===== src/rtl/loop_pkg.sv =====
// Shared types, sizes and helpers for the APU loop sequencer.
package loop_pkg;

  localparam int unsigned BITS                  = 18;
  localparam int unsigned SUPERSCALAR_LOG_WIDTH = 2;
  localparam int unsigned PC_BITS               = 16;
  localparam int unsigned DEPTH                 = 4;
  localparam int unsigned DEPTH_W               = $clog2(DEPTH) + 1;
  localparam int unsigned PTR_W                 = $clog2(DEPTH);
  localparam int unsigned STEP_IND              = 1 << SUPERSCALAR_LOG_WIDTH;

  typedef struct packed {
    logic [PC_BITS-1:0] start_pc;
    logic [BITS-1:0]    count;
    logic [BITS-1:0]    iter;
    logic               independent;
  } loop_frame_t;

  typedef enum logic [1:0] {
    ST_RUN   = 2'd0,
    ST_FLUSH = 2'd1,
    ST_ERROR = 2'd2
  } seq_state_t;

  // Iterations retired per pass; one extra bit so iter + step never wraps.
  function automatic logic [BITS:0] loop_step(input logic independent);
    return independent ? (BITS+1)'(STEP_IND) : (BITS+1)'(1);
  endfunction

endpackage


===== src/rtl/loop_frame_stack.sv =====
// Register stack of nested loop frames with push, pop and top-iteration update.
module loop_frame_stack
  import loop_pkg::*;
(
  input  logic               clk,
  input  logic               reset,
  input  logic               i_push,
  input  loop_frame_t        i_push_frame,
  input  logic               i_pop,
  input  logic               i_upd,
  input  logic [BITS-1:0]    i_upd_iter,
  output loop_frame_t        o_top,
  output logic [DEPTH_W-1:0] o_depth,
  output logic               o_full,
  output logic               o_empty
);

  loop_frame_t        r_mem [DEPTH];
  logic [DEPTH_W-1:0] r_depth;
  logic [PTR_W-1:0]   w_push_idx;
  logic [PTR_W-1:0]   w_top_idx;

  assign w_push_idx = r_depth[PTR_W-1:0];
  assign w_top_idx  = PTR_W'(r_depth - DEPTH_W'(1));
  assign o_full     = (r_depth == DEPTH_W'(DEPTH));
  assign o_empty    = (r_depth == '0);
  assign o_depth    = r_depth;
  assign o_top      = o_empty ? '0 : r_mem[w_top_idx];

  // Only one stack operation per cycle; the sequencer never asserts two at once.
  always_ff @(posedge clk or negedge reset) begin
    if (!reset) begin
      r_depth <= '0;
      for (int i = 0; i < int'(DEPTH); i++) begin
        r_mem[i] <= '0;
      end
    end else if (i_push && !o_full) begin
      r_mem[w_push_idx] <= i_push_frame;
      r_depth           <= r_depth + DEPTH_W'(1);
    end else if (i_pop && !o_empty) begin
      r_depth <= r_depth - DEPTH_W'(1);
    end else if (i_upd && !o_empty) begin
      r_mem[w_top_idx].iter <= i_upd_iter;
    end
  end

endmodule


===== src/rtl/loop_sequencer.sv =====
// Decodes start_loop/end_loop, manages the loop frame stack and issues loop-back jumps.
module loop_sequencer
  import loop_pkg::*;
(
  input  logic               clk,
  input  logic               reset,
  input  logic               instr_valid,
  input  logic               instr_is_loop_start,
  input  logic               instr_is_loop_end,
  input  logic [PC_BITS-1:0] instr_pc,
  input  logic [BITS-1:0]    loop_count,
  input  logic               loop_independent,
  output logic               jump_valid,
  output logic [PC_BITS-1:0] jump_target,
  output logic               loop_done,
  output logic [BITS-1:0]    current_iteration,
  output logic [DEPTH_W-1:0] depth,
  output logic               error
);

  seq_state_t         r_state;
  logic               r_jump_valid;
  logic [PC_BITS-1:0] r_jump_target;
  logic               r_loop_done;
  logic               r_error;

  loop_frame_t        w_top;
  loop_frame_t        w_push_frame;
  logic               w_full;
  logic               w_empty;
  logic               w_run;
  logic               w_both;
  logic               w_start;
  logic               w_end;
  logic               w_push;
  logic               w_end_ok;
  logic               w_fault;
  logic [BITS:0]      w_next;
  logic               w_more;
  logic               w_upd;
  logic               w_pop;

  // Instruction decode; only RUN accepts instructions.
  assign w_run    = (r_state == ST_RUN) && instr_valid;
  assign w_both   = w_run && instr_is_loop_start && instr_is_loop_end;
  assign w_start  = w_run && instr_is_loop_start && !instr_is_loop_end;
  assign w_end    = w_run && instr_is_loop_end && !instr_is_loop_start;
  assign w_push   = w_start && !w_full;
  assign w_end_ok = w_end && !w_empty;
  assign w_fault  = w_both || (w_start && w_full) || (w_end && w_empty);

  // Do-while compare in BITS+1 bits so count 0 and 1 both exit after one pass.
  assign w_next = {1'b0, w_top.iter} + loop_step(w_top.independent);
  assign w_more = (w_next < {1'b0, w_top.count});
  assign w_upd  = w_end_ok && w_more;
  assign w_pop  = w_end_ok && !w_more;

  assign w_push_frame = '{start_pc:    instr_pc + PC_BITS'(1),
                          count:       loop_count,
                          iter:        '0,
                          independent: loop_independent};

  loop_frame_stack u_stack (
    .clk          (clk),
    .reset        (reset),
    .i_push       (w_push),
    .i_push_frame (w_push_frame),
    .i_pop        (w_pop),
    .i_upd        (w_upd),
    .i_upd_iter   (BITS'(w_next)),
    .o_top        (w_top),
    .o_depth      (depth),
    .o_full       (w_full),
    .o_empty      (w_empty)
  );

  always_ff @(posedge clk or negedge reset) begin
    if (!reset) begin
      r_state       <= ST_RUN;
      r_jump_valid  <= 1'b0;
      r_jump_target <= '0;
      r_loop_done   <= 1'b0;
      r_error       <= 1'b0;
    end else begin
      r_jump_valid <= 1'b0;
      r_loop_done  <= 1'b0;
      case (r_state)
        ST_RUN: begin
          if (w_fault) begin
            r_state <= ST_ERROR;
            r_error <= 1'b1;
          end else if (w_upd) begin
            r_jump_valid  <= 1'b1;
            r_jump_target <= w_top.start_pc;
            r_state       <= ST_FLUSH;
          end else if (w_pop) begin
            r_loop_done <= 1'b1;
          end
        end
        ST_FLUSH: r_state <= ST_RUN;
        ST_ERROR: r_state <= ST_ERROR;
        default:  r_state <= ST_RUN;
      endcase
    end
  end

  assign jump_valid        = r_jump_valid;
  assign jump_target       = r_jump_target;
  assign loop_done         = r_loop_done;
  assign error             = r_error;
  assign current_iteration = w_top.iter;

endmodule


===== config.mk =====
export PLATFORM = sky130hd
export DESIGN_NAME = loop_sequencer
export DESIGN_NICKNAME = d
export VERILOG_FILES = /design/src/rtl/loop_pkg.sv /design/src/rtl/loop_frame_stack.sv /design/src/rtl/loop_sequencer.sv
export SDC_FILE = /design/constraint.sdc
export NUM_CORES = 1
export LEC_CHECK = 0
export CORE_MARGIN = 5
export CORE_UTILIZATION = 25
export DETAILED_ROUTE_END_ITERATION = 8
export GPL_TIMING_DRIVEN = 0
export SETUP_SLACK_MARGIN = 0.2
export SLEW_MARGIN = 5
export SYNTH_ARGS = -nofsm -noshare
export SYNTH_HDL_FRONTEND = slang
export SYNTH_SLANG_ARGS = --single-unit

===== constraint.sdc =====
create_clock -name clk -period 8.1 [get_ports clk]
set_input_delay 1.215 -clock clk [delete_from_list [all_inputs] [get_ports clk]]
set_output_delay 1.215 -clock clk [all_outputs]
set_load 0.02 [all_outputs]

==> results.json <==
{
  "rsz0062_at_grt": "false",
  "cts_buffers": 25,
  "die_w_um": 228,
  "fmax_mhz": 133,
  "yosys.area.top_type_share_pct": 49.7,
  "globalRouteTotalUtil_pct": 12.9,
  "htree_levels": 1,
  "powerDensity_nw_per_um2": 342,
  "worst_ep_required_time_ps": 8480,
  "synth_area_um2": 11900,
  "drt_first_pass_iters": 5,
  "cts_tree": "done",
  "crit_arrival_ps": 7880,
  "ys_async_sr_fraction_pct": 100,
  "hold_slack_ps": 442,
  "synth_ff_type": "dfrtp_1",
  "ir_worst_vdd_mv": 0.179,
  "gp_congestion": 0.861,
  "ys_top_cells_by_area": "dfrtp_1, mux2_2, mux4_2",
  "io_buffers": 79,
  "drt_iter0_drc": 686,
  "via_per_inst": 4.87,
  "drive_gt1_share_pct": 17.9,
  "p_leak_nw": 6.53,
  "finalPower_mw": 4.91,
  "finClkSkew_ps": 19.6,
  "synth_edf_count": 0,
  "fp.dieArea_um2": 52000,
  "syn_inst": 1068,
  "clockRootBuffer": "clkbuf_16",
  "rows": 79,
  "status": "finished, final reports clean",
  "seq_area_frac_synth_pct": 49.7,
  "critical_path_class": "register to register",
  "synthToLayoutAreaGrowth_pct": 20.9,
  "hpwl_um": 24300,
  "drc": 0,
  "fillers": 4780,
  "start_util_pct": 25.4,
  "yosys.area.top_type": "dfrtp_1",
  "setup_violations": 0,
  "final_nets": 1242,
  "io_pins": 80,
  "grt_remaining_overflow": 0,
  "ant_nets": 0,
  "crit_fanout": 10,
  "clockBufferDepth": 3,
  "insertion_delay_ps": 530,
  "die_height_um": 228,
  "synth_seq_cells": 236,
  "cp-start-kind": "register",
  "max_cap_viol_count": 0,
  "slew-limit-headroom_pct": 34.1,
  "grt_pass1_vias": 9364,
  "antenna_found_initial": 4,
  "cp-end-kind": "register",
  "period_share_pct": 92.5,
  "finalHoldViolCount": 0,
  "slew_viol_final": 0,
  "avgSynthCellArea_um2": 11.1,
  "min_period_ps": 7490,
  "hold_class": "register to register",
  "post_drt_wl_per_cell_um": 18.8,
  "clk_pin_slew_worst_paths_ps": 70,
  "core-area_um2": 46800,
  "worstMarginPinSlew_ps": 988,
  "yosys_warnings": 0,
  "yosys.cell_types.count": 58,
  "grt_max_degree": 95,
  "synthesis.nets": 1135,
  "cts_sinks": 236,
  "routed_wl_um": 33900,
  "grt_pass1_wl_um": 54100,
  "via_count": 8774
}
[worst paths after layout]
check,startpoint,end,slack [ps],depth (start not counted)
worst min-delay path,r_state[0],r_state[1],440,1
max in group asynchronous,reset,u_stack.r_mem[14],6200,3
worst min register to register,r_state[0],r_state[1],440,1
min in group asynchronous,reset,jump_target[11],640,1
worst max-delay path,u_stack.o_depth[0],u_stack.r_mem[175],610,24
worst max register to register,u_stack.o_depth[0],u_stack.r_mem[175],610,24
[state kept, by name, indices dropped and copies added (netlist names)]
signal           flops
jump_valid           1
loop_done            1
error                1
jump_target         16
u_stack.o_depth      3
r_state              2
u_stack.r_mem      212
[final cells by class]
cell class	instances	area, µm²	share of cell area [%]
clock inverter	10	154	1.07
multi-input combinational	715	5430	37.8
timing repair buffer	81	851	5.92
inverter	31	116	0.810
sequential	236	5910	41.1
tap	607	759	5.29
buffer	85	445	3.10
antenna	2	5.00	0.0348
clock buffer	34	699	4.87
[Yosys cell counts (2+ instances only)]
cell type	count
a211oi_1	2
a21boi_0	3
a21o_1	4
a21oi_1	8
and2_1	9
and3_1	5
and4b_1	4
buf_1	7
buf_2	6
buf_4	19
buf_6	5
clkbuf_1	49
dfrtp_1	236
ha_1	27
inv_1	30
mux2_2	85
mux2i_1	9
mux4_1	8
mux4_2	41
nand2_1	167
nand2b_1	2
nand3_1	108
nand4_1	24
nand4b_1	2
nor2_1	16
nor2b_1	2
nor3_1	9
nor4_1	2
o211ai_1	6
o21a_1	3
o21ai_0	105
o2bb2ai_1	9
or3_1	2
xnor2_1	18
xor2_1	13
[critical path, cell delays in order, from the launching register on]
cell      delay, ps
dfrtp_1         600
buf_6           260
inv_2           120
ha_1            290
buf_4           200
buf_6           200
buf_2           330
clkbuf_2        360
mux4_2          360
and2_1          200
ha_1            360
a31oi_1         130
a2111o_1        530
or3b_2          490
xnor2_1         260
inv_1           160
ha_1            330
nand4_1         140
or3_1           150
a21oi_1          60
o41ai_4         540
nand4_1         520
clkbuf_1        420
nand3_1         180
o21ai_0          90
[repair_timing]
item,4_1_cts,5_1_grt
setup buffers,0,0
gates resized for setup,0,7
endpoints found under the setup margin,0,82
hold buffers,0,0
[logic make-up after synthesis]
family | Yosys count | synth area share (%)
muxes | 143 | 18.4
xor gates and xnor gates | 31 | 2.28
and+or+nand+nor | 361 | 14.3
DFF | 236 | 49.7
adders and majority gates | 27 | 2.84
AOI/OAI and AO/OA | 153 | 7.88
buffers and inverters | 117 | 4.67
[layout by cell type (no fill, tap or decap), types with 27 or more instances in the layout]
master	Yosys	final
o21ai_0	105	105
clkbuf_1	49	51
nand3_1	108	108
nand2_1	167	167
ha_1	27	27
mux2_2	85	85
dfrtp_1	236	236
clkdlybuf4s50_1	0	78
inv_1	30	30
mux4_2	41	41
[layer usage]
layer | vias up | global-route usage [%] | routed length (µm)
met2 | 228 | 21.9 | 16600
met1 | 4461 | 16.8 | 14600
met5 | - | 0 | 21
met3 | 50 | 2.53 | 1930
li1 | 4031 | - | -
met4 | 4 | 3.46 | 754
[metrics by stage]
step	instances	cell area, µm²	setup WS, ps	setup TNS, ps	util (%)
final	1801	14400	606	0	30.7
after global routing	1799	14400	307	0	30.7
after CTS	1800	14300	244	0	30.7
after detailed placement	1756	13500	276	0	28.9
after global placement	1754	13400	-4230	-989800	28.7
after floorplan	1068	11900	1990	0	-
[report_power, final]
part / switching (mW) / internal [mW]
logic: 1.13 / 0.910
registers: 0.173 / 1.50
clock network: 0.470 / 0.730
Note: power is estimated with default switching activity, not from simulation.
